## config.mk

```make
export PLATFORM = sky130hd
export DESIGN_NAME = mem_arbiter
export DESIGN_NICKNAME = d
export VERILOG_FILES = /design/src/rtl/mem_arbiter.sv
export SDC_FILE = /design/constraint.sdc
export NUM_CORES = 1
export LEC_CHECK = 0
export CORE_MARGIN = 4
export CORE_UTILIZATION = 42
export DETAILED_ROUTE_END_ITERATION = 6
export GPL_TIMING_DRIVEN = 0
export PLACE_DENSITY = 0.87
export SYNTH_ARGS = -nofsm -noshare
export SYNTH_HDL_FRONTEND = slang
export SYNTH_SLANG_ARGS = --single-unit
export TNS_END_PERCENT = 5
```

## constraint.sdc

```tcl
create_clock -name clk -period 2 [get_ports clk]
set_clock_uncertainty 0.05 [all_clocks]
set_input_delay 0.3 -clock clk [delete_from_list [all_inputs] [get_ports clk]]
set_output_delay 0.3 -clock clk [all_outputs]
set_load 0.005 [all_outputs]
```

## src/rtl/mem_arbiter.sv

```systemverilog
// mem_arbiter: arbitrates an instruction-fetch port and a data port onto a
// single memory port. Data has priority, and a starvation counter forces a
// fetch grant after STARVE_MAX consecutive data grants that were made while a
// fetch was waiting. All outputs are registered.
// Optional feature: define ARB_TIMEOUT_EN to add a memory-ack timeout that
// completes the transaction with zero data and pulses err_o.
module mem_arbiter #(
  parameter int unsigned DW         = 32,
  parameter int unsigned STARVE_MAX = 4,
  parameter int unsigned TIMEOUT    = 16
) (
  input  logic          clk,
  input  logic          rst,
  input  logic          if_req_i,
  input  logic [DW-1:0] if_addr_i,
  output logic          if_gnt_o,
  output logic          if_valid_o,
  output logic [DW-1:0] if_rdata_o,
  input  logic          d_req_i,
  input  logic          d_we_i,
  input  logic [DW-1:0] d_addr_i,
  input  logic [DW-1:0] d_wdata_i,
  input  logic [3:0]    d_be_i,
  output logic          d_gnt_o,
  output logic          d_valid_o,
  output logic [DW-1:0] d_rdata_o,
  output logic          mem_req_o,
  output logic          mem_we_o,
  output logic [DW-1:0] mem_addr_o,
  output logic [DW-1:0] mem_wdata_o,
  output logic [3:0]    mem_be_o,
  input  logic          mem_ack_i,
  input  logic [DW-1:0] mem_rdata_i,
  output logic          err_o
);

  localparam int unsigned   SW         = (STARVE_MAX > 0) ? $clog2(STARVE_MAX + 1) : 1;
  localparam logic [SW-1:0] STARVE_LIM = SW'(STARVE_MAX);

  typedef enum logic [1:0] {
    IDLE   = 2'd0,
    BUSY_I = 2'd1,
    BUSY_D = 2'd2
  } state_e;

  state_e        state_q, state_d;
  logic [SW-1:0] starve_q, starve_d;
  logic          fetch_wins;

  logic          if_gnt_q, if_gnt_d;
  logic          if_valid_q, if_valid_d;
  logic [DW-1:0] if_rdata_q, if_rdata_d;
  logic          d_gnt_q, d_gnt_d;
  logic          d_valid_q, d_valid_d;
  logic [DW-1:0] d_rdata_q, d_rdata_d;
  logic          mem_req_q, mem_req_d;
  logic          mem_we_q, mem_we_d;
  logic [DW-1:0] mem_addr_q, mem_addr_d;
  logic [DW-1:0] mem_wdata_q, mem_wdata_d;
  logic [3:0]    mem_be_q, mem_be_d;

`ifdef ARB_TIMEOUT_EN
  localparam int unsigned   TW      = (TIMEOUT > 1) ? $clog2(TIMEOUT) : 1;
  localparam logic [TW-1:0] TO_LAST = TW'(TIMEOUT - 1);

  logic [TW-1:0] tmo_cnt_q, tmo_cnt_d;
  logic          err_q, err_d;
`endif

  // Next-state, arbitration and registered-output computation.
  always_comb begin
    state_d     = state_q;
    starve_d    = starve_q;
    mem_req_d   = mem_req_q;
    mem_we_d    = mem_we_q;
    mem_addr_d  = mem_addr_q;
    mem_wdata_d = mem_wdata_q;
    mem_be_d    = mem_be_q;
    if_gnt_d    = 1'b0;
    d_gnt_d     = 1'b0;
    if_valid_d  = 1'b0;
    d_valid_d   = 1'b0;
    if_rdata_d  = if_rdata_q;
    d_rdata_d   = d_rdata_q;
    fetch_wins  = if_req_i && (!d_req_i || (starve_q == STARVE_LIM));
`ifdef ARB_TIMEOUT_EN
    tmo_cnt_d   = tmo_cnt_q;
    err_d       = 1'b0;
`endif
    case (state_q)
      IDLE: begin
`ifdef ARB_TIMEOUT_EN
        tmo_cnt_d = '0;
`endif
        if (fetch_wins) begin
          state_d     = BUSY_I;
          starve_d    = '0;
          if_gnt_d    = 1'b1;
          mem_req_d   = 1'b1;
          mem_we_d    = 1'b0;
          mem_addr_d  = if_addr_i;
          mem_wdata_d = '0;
          mem_be_d    = 4'hF;
        end else if (d_req_i) begin
          state_d     = BUSY_D;
          d_gnt_d     = 1'b1;
          mem_req_d   = 1'b1;
          mem_we_d    = d_we_i;
          mem_addr_d  = d_addr_i;
          mem_wdata_d = d_wdata_i;
          mem_be_d    = d_be_i;
          if (if_req_i && (starve_q != STARVE_LIM)) begin
            starve_d = starve_q + SW'(1);
          end
        end
      end
      BUSY_I, BUSY_D: begin
        if (mem_ack_i) begin
          state_d   = IDLE;
          mem_req_d = 1'b0;
          if (state_q == BUSY_I) begin
            if_valid_d = 1'b1;
            if_rdata_d = mem_rdata_i;
          end else begin
            d_valid_d = 1'b1;
            d_rdata_d = mem_rdata_i;
          end
        end
`ifdef ARB_TIMEOUT_EN
        else if (tmo_cnt_q == TO_LAST) begin
          state_d   = IDLE;
          mem_req_d = 1'b0;
          err_d     = 1'b1;
          if (state_q == BUSY_I) begin
            if_valid_d = 1'b1;
            if_rdata_d = '0;
          end else begin
            d_valid_d = 1'b1;
            d_rdata_d = '0;
          end
        end else begin
          tmo_cnt_d = tmo_cnt_q + TW'(1);
        end
`endif
      end
      default: state_d = IDLE;
    endcase
  end

  // State and output registers; reset abandons any transaction in flight.
  always_ff @(posedge clk or negedge rst) begin
    if (!rst) begin
      state_q     <= IDLE;
      starve_q    <= '0;
      if_gnt_q    <= 1'b0;
      if_valid_q  <= 1'b0;
      if_rdata_q  <= '0;
      d_gnt_q     <= 1'b0;
      d_valid_q   <= 1'b0;
      d_rdata_q   <= '0;
      mem_req_q   <= 1'b0;
      mem_we_q    <= 1'b0;
      mem_addr_q  <= '0;
      mem_wdata_q <= '0;
      mem_be_q    <= '0;
    end else begin
      state_q     <= state_d;
      starve_q    <= starve_d;
      if_gnt_q    <= if_gnt_d;
      if_valid_q  <= if_valid_d;
      if_rdata_q  <= if_rdata_d;
      d_gnt_q     <= d_gnt_d;
      d_valid_q   <= d_valid_d;
      d_rdata_q   <= d_rdata_d;
      mem_req_q   <= mem_req_d;
      mem_we_q    <= mem_we_d;
      mem_addr_q  <= mem_addr_d;
      mem_wdata_q <= mem_wdata_d;
      mem_be_q    <= mem_be_d;
    end
  end

`ifdef ARB_TIMEOUT_EN
  // Ack-timeout counter and error pulse register.
  always_ff @(posedge clk or negedge rst) begin
    if (!rst) begin
      tmo_cnt_q <= '0;
      err_q     <= 1'b0;
    end else begin
      tmo_cnt_q <= tmo_cnt_d;
      err_q     <= err_d;
    end
  end

  assign err_o = err_q;
`else
  assign err_o = 1'b0;
`endif

  assign if_gnt_o    = if_gnt_q;
  assign if_valid_o  = if_valid_q;
  assign if_rdata_o  = if_rdata_q;
  assign d_gnt_o     = d_gnt_q;
  assign d_valid_o   = d_valid_q;
  assign d_rdata_o   = d_rdata_q;
  assign mem_req_o   = mem_req_q;
  assign mem_we_o    = mem_we_q;
  assign mem_addr_o  = mem_addr_q;
  assign mem_wdata_o = mem_wdata_q;
  assign mem_be_o    = mem_be_q;

endmodule

```

; ---- Yosys cells after proc, flatten, opt, wreduce, memory -nomap -nowiden
; Index checks and enable logic that the tools add are counted.
[totals]
regBits = 143
latchBits = 0
ram_bits = 0
rom_bits = 0
inputBits = 138
memories = 0
[classes]
n_addsub = 1
n_mul = 0
div = 0
order_cmp = 0
eq_ne = 6
shift = 0
mux = 30
n_bitwise = 1
reduce_logical = 15
[ops]
columns = op, count
row1 = 32-bit 2-to-1 mux, 4
row2 = 1-bit 2-to-1 mux, 16
row3 = 3-bit AND reduction, 4
row4 = 3-bit 2-to-1 mux, 3
row5 = 4-bit 2-to-1 mux, 2
row6 = 2-bit 2-to-1 mux, 3
row7 = 3-bit inequality test (second input constant), 2
row8 = 2-bit nonzero test, 3
row9 = 2-bit case mux with 2 select lines, 1
row10 = 2-bit AND reduction, 2
row11 = 3-bit by 1-bit adder with 3-bit output (second input constant), 1
row12 = 3-bit equality test (second input constant), 1
row13 = 2-bit by 1-bit equality test with 1-bit output (second input constant), 1
row14 = 2-bit equality test (second input constant), 1
row15 = 1-bit logical AND, 2
row16 = 2-bit logical NOT, 1
row17 = 2-bit inequality test (second input constant), 1
row18 = 1-bit case mux with 2 select lines, 1
row19 = 2-bit OR reduction, 1
row20 = 1-bit logical NOT, 1
row21 = 1-bit logical OR, 1
row22 = 1-bit inverter, 1

; ---- Longest topological paths before layout
[logic_depth]
word_depth = 5
mapped_depth = 8
ltp_nobuf = 5

; ---- Worst setup path after synthesis
; No wires, ideal clock.
[synth_path]
kind = register -> register
from = register state_q[1]
to = register mem_addr_q[24] (netlist: mem_addr_o[24])
setup_ps = 80
arrival_ps = 1521
setup_slack_ps = 349
path_stages_with_launch = 8
n_path_buf = 3
synth_period_minus_slack_ps = 1651
path_cell_list = dfrtp_1 -> inv_1 -> ha_1 -> clkbuf_1 -> clkbuf_1 -> clkbuf_1 -> nand4_1 -> o211ai_2
[synth_between]
elab_chain_cells = 2
[synth_rtl]
columns = item, line_no
row1 = from (decl), 46  ; state_e state_q, state_d;
row2 = from (signal assigned), 167  ; state_q <= state_d;
row3 = 2-bit logical NOT, 90  ; case (state_q)
row4 = 2-bit AND reduction (no source line), n/a
row5 = to (signal assigned), 177  ; mem_addr_q <= mem_addr_d;
row6 = to (decl), 58  ; logic [DW-1:0] mem_addr_q, mem_addr_d;
; Every way passes these cells.
; A chain may end at the register's enable or synchronous reset.

; ---- Worst setup path after layout
[layout_path]
from = register state_q[1]
to = register mem_wdata_q[8] (netlist: mem_wdata_o[8])
[layout_between]
elab_chain_cells = 2
[layout_rtl]
columns = item, line_no
row1 = 2-bit logical NOT, 90
row2 = 2-bit AND reduction (no source line), n/a
row3 = to (signal assigned), 178  ; mem_wdata_q <= mem_wdata_d;
row4 = to (decl), 59  ; logic [DW-1:0] mem_wdata_q, mem_wdata_d;
; Every way passes these cells.

==> run metrics <==
status=finished clean; vias in the first global route=5674; Vert. Die Dim=128 microns; standard cell area after detailed placement=9060 sq um; number of instances in the synthesized netlist=533; DRC viols=0; Starting Density=0.433; Num Clock Sinks=143; deepest clock path buffer count=2; overall routing resource usage=0.233; fraction of the core area covered by cells at the end of the flow=0.693; number of top-level pins=277; number of search-and-repair iterations in the first detailed-routing pass=4; count of buffers from port buffering=275; Least-Margin Pin Slew=709 ps; number of setup violations in the final report=0; final period utilization=0.939; CTS Root Cell=sky130_fd_sc_hd__clkbuf_16; number of warnings printed during yosys synthesis=0; Power per Cell Area=1530 nW/um^2; count of vias placed by the detailed router=5345; fraction of registers with async set or reset after synthesis=1.00; Post-synth EDFFs=0; required arrival time at the worst endpoint=2260 ps; count of maximum capacitance violations=0; violation count after the first detailed-routing iteration=343; post-layout net count=973; shortest period the worst path allows=1880 ps; post-CTS clock slew at the launch and capture registers of the worst setup and hold paths=50 ps; Slew Limit Fails=0; Total Neg Setup Slack=0 ps; number of H-tree levels=4; unique cell type count in the Yosys netlist=31; fmax=532 MHz; Worst Path Arrival=2140 ps; relative slew slack=0.527; synthesized net count=675; total congestion overflow=0; sum of routed wire length over all layers=19300 microns; area growth from synthesis to layout=60.0%; core box area=14000 sq um; number of synthesized register bits=143; part of the Yosys area used for sequential elements=0.591; dpl hpwl=14200 microns; Hold WC Path Type=in2reg; element type at the critical path start=flip-flop; Die Width=128 microns; number of routed nets with antenna violations=0; placer's final routability congestion estimate=0.837; post-synthesis area per instance=11.4 sq um; netlist area before placement=6060 sq um; Worst Setup Path Type=reg2reg; global-route wire length before repair=29700 microns; commonest cells after routing, fill and taps aside=sky130_fd_sc_hd__clkdlybuf4s50_1, sky130_fd_sc_hd__dfrtp_1, sky130_fd_sc_hd__nand2_1, sky130_fd_sc_hd__mux2_2, sky130_fd_sc_hd__nand4_1; drt via density=5.22; standby leakage power=4.20 nW; initial antenna violation count=1; Die Footprint=16400 sq um; worst-path fanout max=10; share of layout cells above drive strength 1=0.188; number of antenna cells inserted=0; Max IR drop VDD=0.000656 V; TritonCTS clock tree=yes; most frequently used flop master after synthesis=sky130_fd_sc_hd__dfrtp_1; most area-consuming cells after synthesis=sky130_fd_sc_hd__dfrtp_1, sky130_fd_sc_hd__mux2_2, sky130_fd_sc_hd__nand2_1, sky130_fd_sc_hd__o211ai_2, sky130_fd_sc_hd__nand4_1; post-layout instance area=9690 sq um; share of the synthesized area in the top cell type=0.591; clock latency on the worst-skew pair=410 ps; type of destination of the critical path=flip-flop; RSZ-0062 raised after global routing=no; WL per Instance=18.8 microns; cell taking the most area after synthesis=sky130_fd_sc_hd__dfrtp_1; leading cell type in the layout, fill and taps excluded=sky130_fd_sc_hd__clkdlybuf4s50_1; Site Rows=43; final hold violation count=0; maximum number of pins on one net before global-route repair=76; clock buffer count from CTS=17
cell type report:
| cell class | count | area [sq um] |
|---|---|---|
| buffer | 42 | 238 |
| clock buffer | 23 | 488 |
| clock inverter | 9 | 82.6 |
| fill | 1050 | 4300 |
| inverter | 7 | 26.3 |
| multi-input combinational | 341 | 2250 |
| sequential | 143 | 3580 |
| tap | 180 | 225 |
| timing repair buffer | 279 | 2810 |
per-layer routing:
layer,track usage,vias up,routed length [microns]
met3,0.0646,42,1420
met2,0.402,243,9750
met4,0.101,0,583
li1,-,2438,-
met1,0.272,2622,7500
met5,0,-,0
Yosys cell counts (3+ instances only):
library cell,instances
sky130_fd_sc_hd__a21oi_1,5
sky130_fd_sc_hd__buf_1,5
sky130_fd_sc_hd__buf_2,9
sky130_fd_sc_hd__buf_4,3
sky130_fd_sc_hd__buf_6,4
sky130_fd_sc_hd__clkbuf_1,21
sky130_fd_sc_hd__dfrtp_1,143
sky130_fd_sc_hd__ha_1,4
sky130_fd_sc_hd__inv_1,7
sky130_fd_sc_hd__mux2_2,64
sky130_fd_sc_hd__nand2_1,137
sky130_fd_sc_hd__nand4_1,33
sky130_fd_sc_hd__nor2_1,11
sky130_fd_sc_hd__o211ai_1,6
sky130_fd_sc_hd__o211ai_2,27
sky130_fd_sc_hd__o21ai_0,23
sky130_fd_sc_hd__o21ai_1,14
where the power goes:
group | switching, mW | internal (mW)
clock | 1.19 | 1.84
sequential | 0.738 | 4.29
combinational | 2.81 | 3.96
total | 4.74 | 10.1
flip-flops by register name, indices dropped and copies added (netlist names):
signal,flops
if_valid_o,1
mem_wdata_o,32
mem_addr_o,32
state_q,2
d_rdata_o,32
mem_req_o,1
d_gnt_o,1
mem_we_o,1
if_rdata_o,32
if_gnt_o,1
starve_q,3
d_valid_o,1
mem_be_o,4
metrics by stage:
step | cells | worst slack, ps | hold slack, ps | power (mW)
CTS | 1022 | -47.1 | 354 | 14.9
detailed placement | 989 | -380 | 324 | 11.7
floorplan | 533 | 349 | -45.6 | 7.74
global route | 1024 | 14.8 | 374 | 15.7
global placement | 988 | -5160 | 411 | 11.5
finish | 1024 | 122 | 375 | 14.8
cells by family after synthesis:
logic type                 Yosys count  synth area share
and+or+nand+nor                    190             0.136
DFF                                143             0.591
AOI/OAI and AO/OA                   82             0.107
muxes                               64             0.119
buffers and inverters               49            0.0390
adders and majority gates            4           0.00826
other                                1          0.000619
critical path, cell delays in order, from the launching register on:
cell,delay [ps]
sky130_fd_sc_hd__dfrtp_1,400
sky130_fd_sc_hd__inv_1,80
sky130_fd_sc_hd__ha_1,150
sky130_fd_sc_hd__clkbuf_2,180
sky130_fd_sc_hd__o21a_1,130
sky130_fd_sc_hd__buf_2,190
sky130_fd_sc_hd__clkbuf_2,270
sky130_fd_sc_hd__nand2_1,140
sky130_fd_sc_hd__o21ai_1,200
what timing repair did:
action | 4_1_cts | 5_1_grt
resized for setup | 12 | 15
hold buffers | 1 | 0
endpoints found under the setup margin | 72 | 97
hold endpoints to repair | 74 | 0
setup buffers | 0 | 2
final timing paths:
| kind | startpoint | endpoint | slack, ps | cells after the start |
|---|---|---|---|---|
| setup / recovery | state_q[1] | mem_wdata_o[8] | 120 | 8 |
| hold / removal | d_wdata_i[27] | mem_wdata_o[27] | 370 | 3 |
| setup reg to reg | state_q[1] | mem_wdata_o[8] | 120 | 8 |
| hold reg to reg | mem_wdata_o[11] | mem_wdata_o[11] | 430 | 2 |
| max in group asynchronous | rst | state_q[1] | 660 | 3 |
| min in group asynchronous | rst | d_rdata_o[24] | 440 | 2 |
No activity file was read; power rests on OpenSTA's default activity.
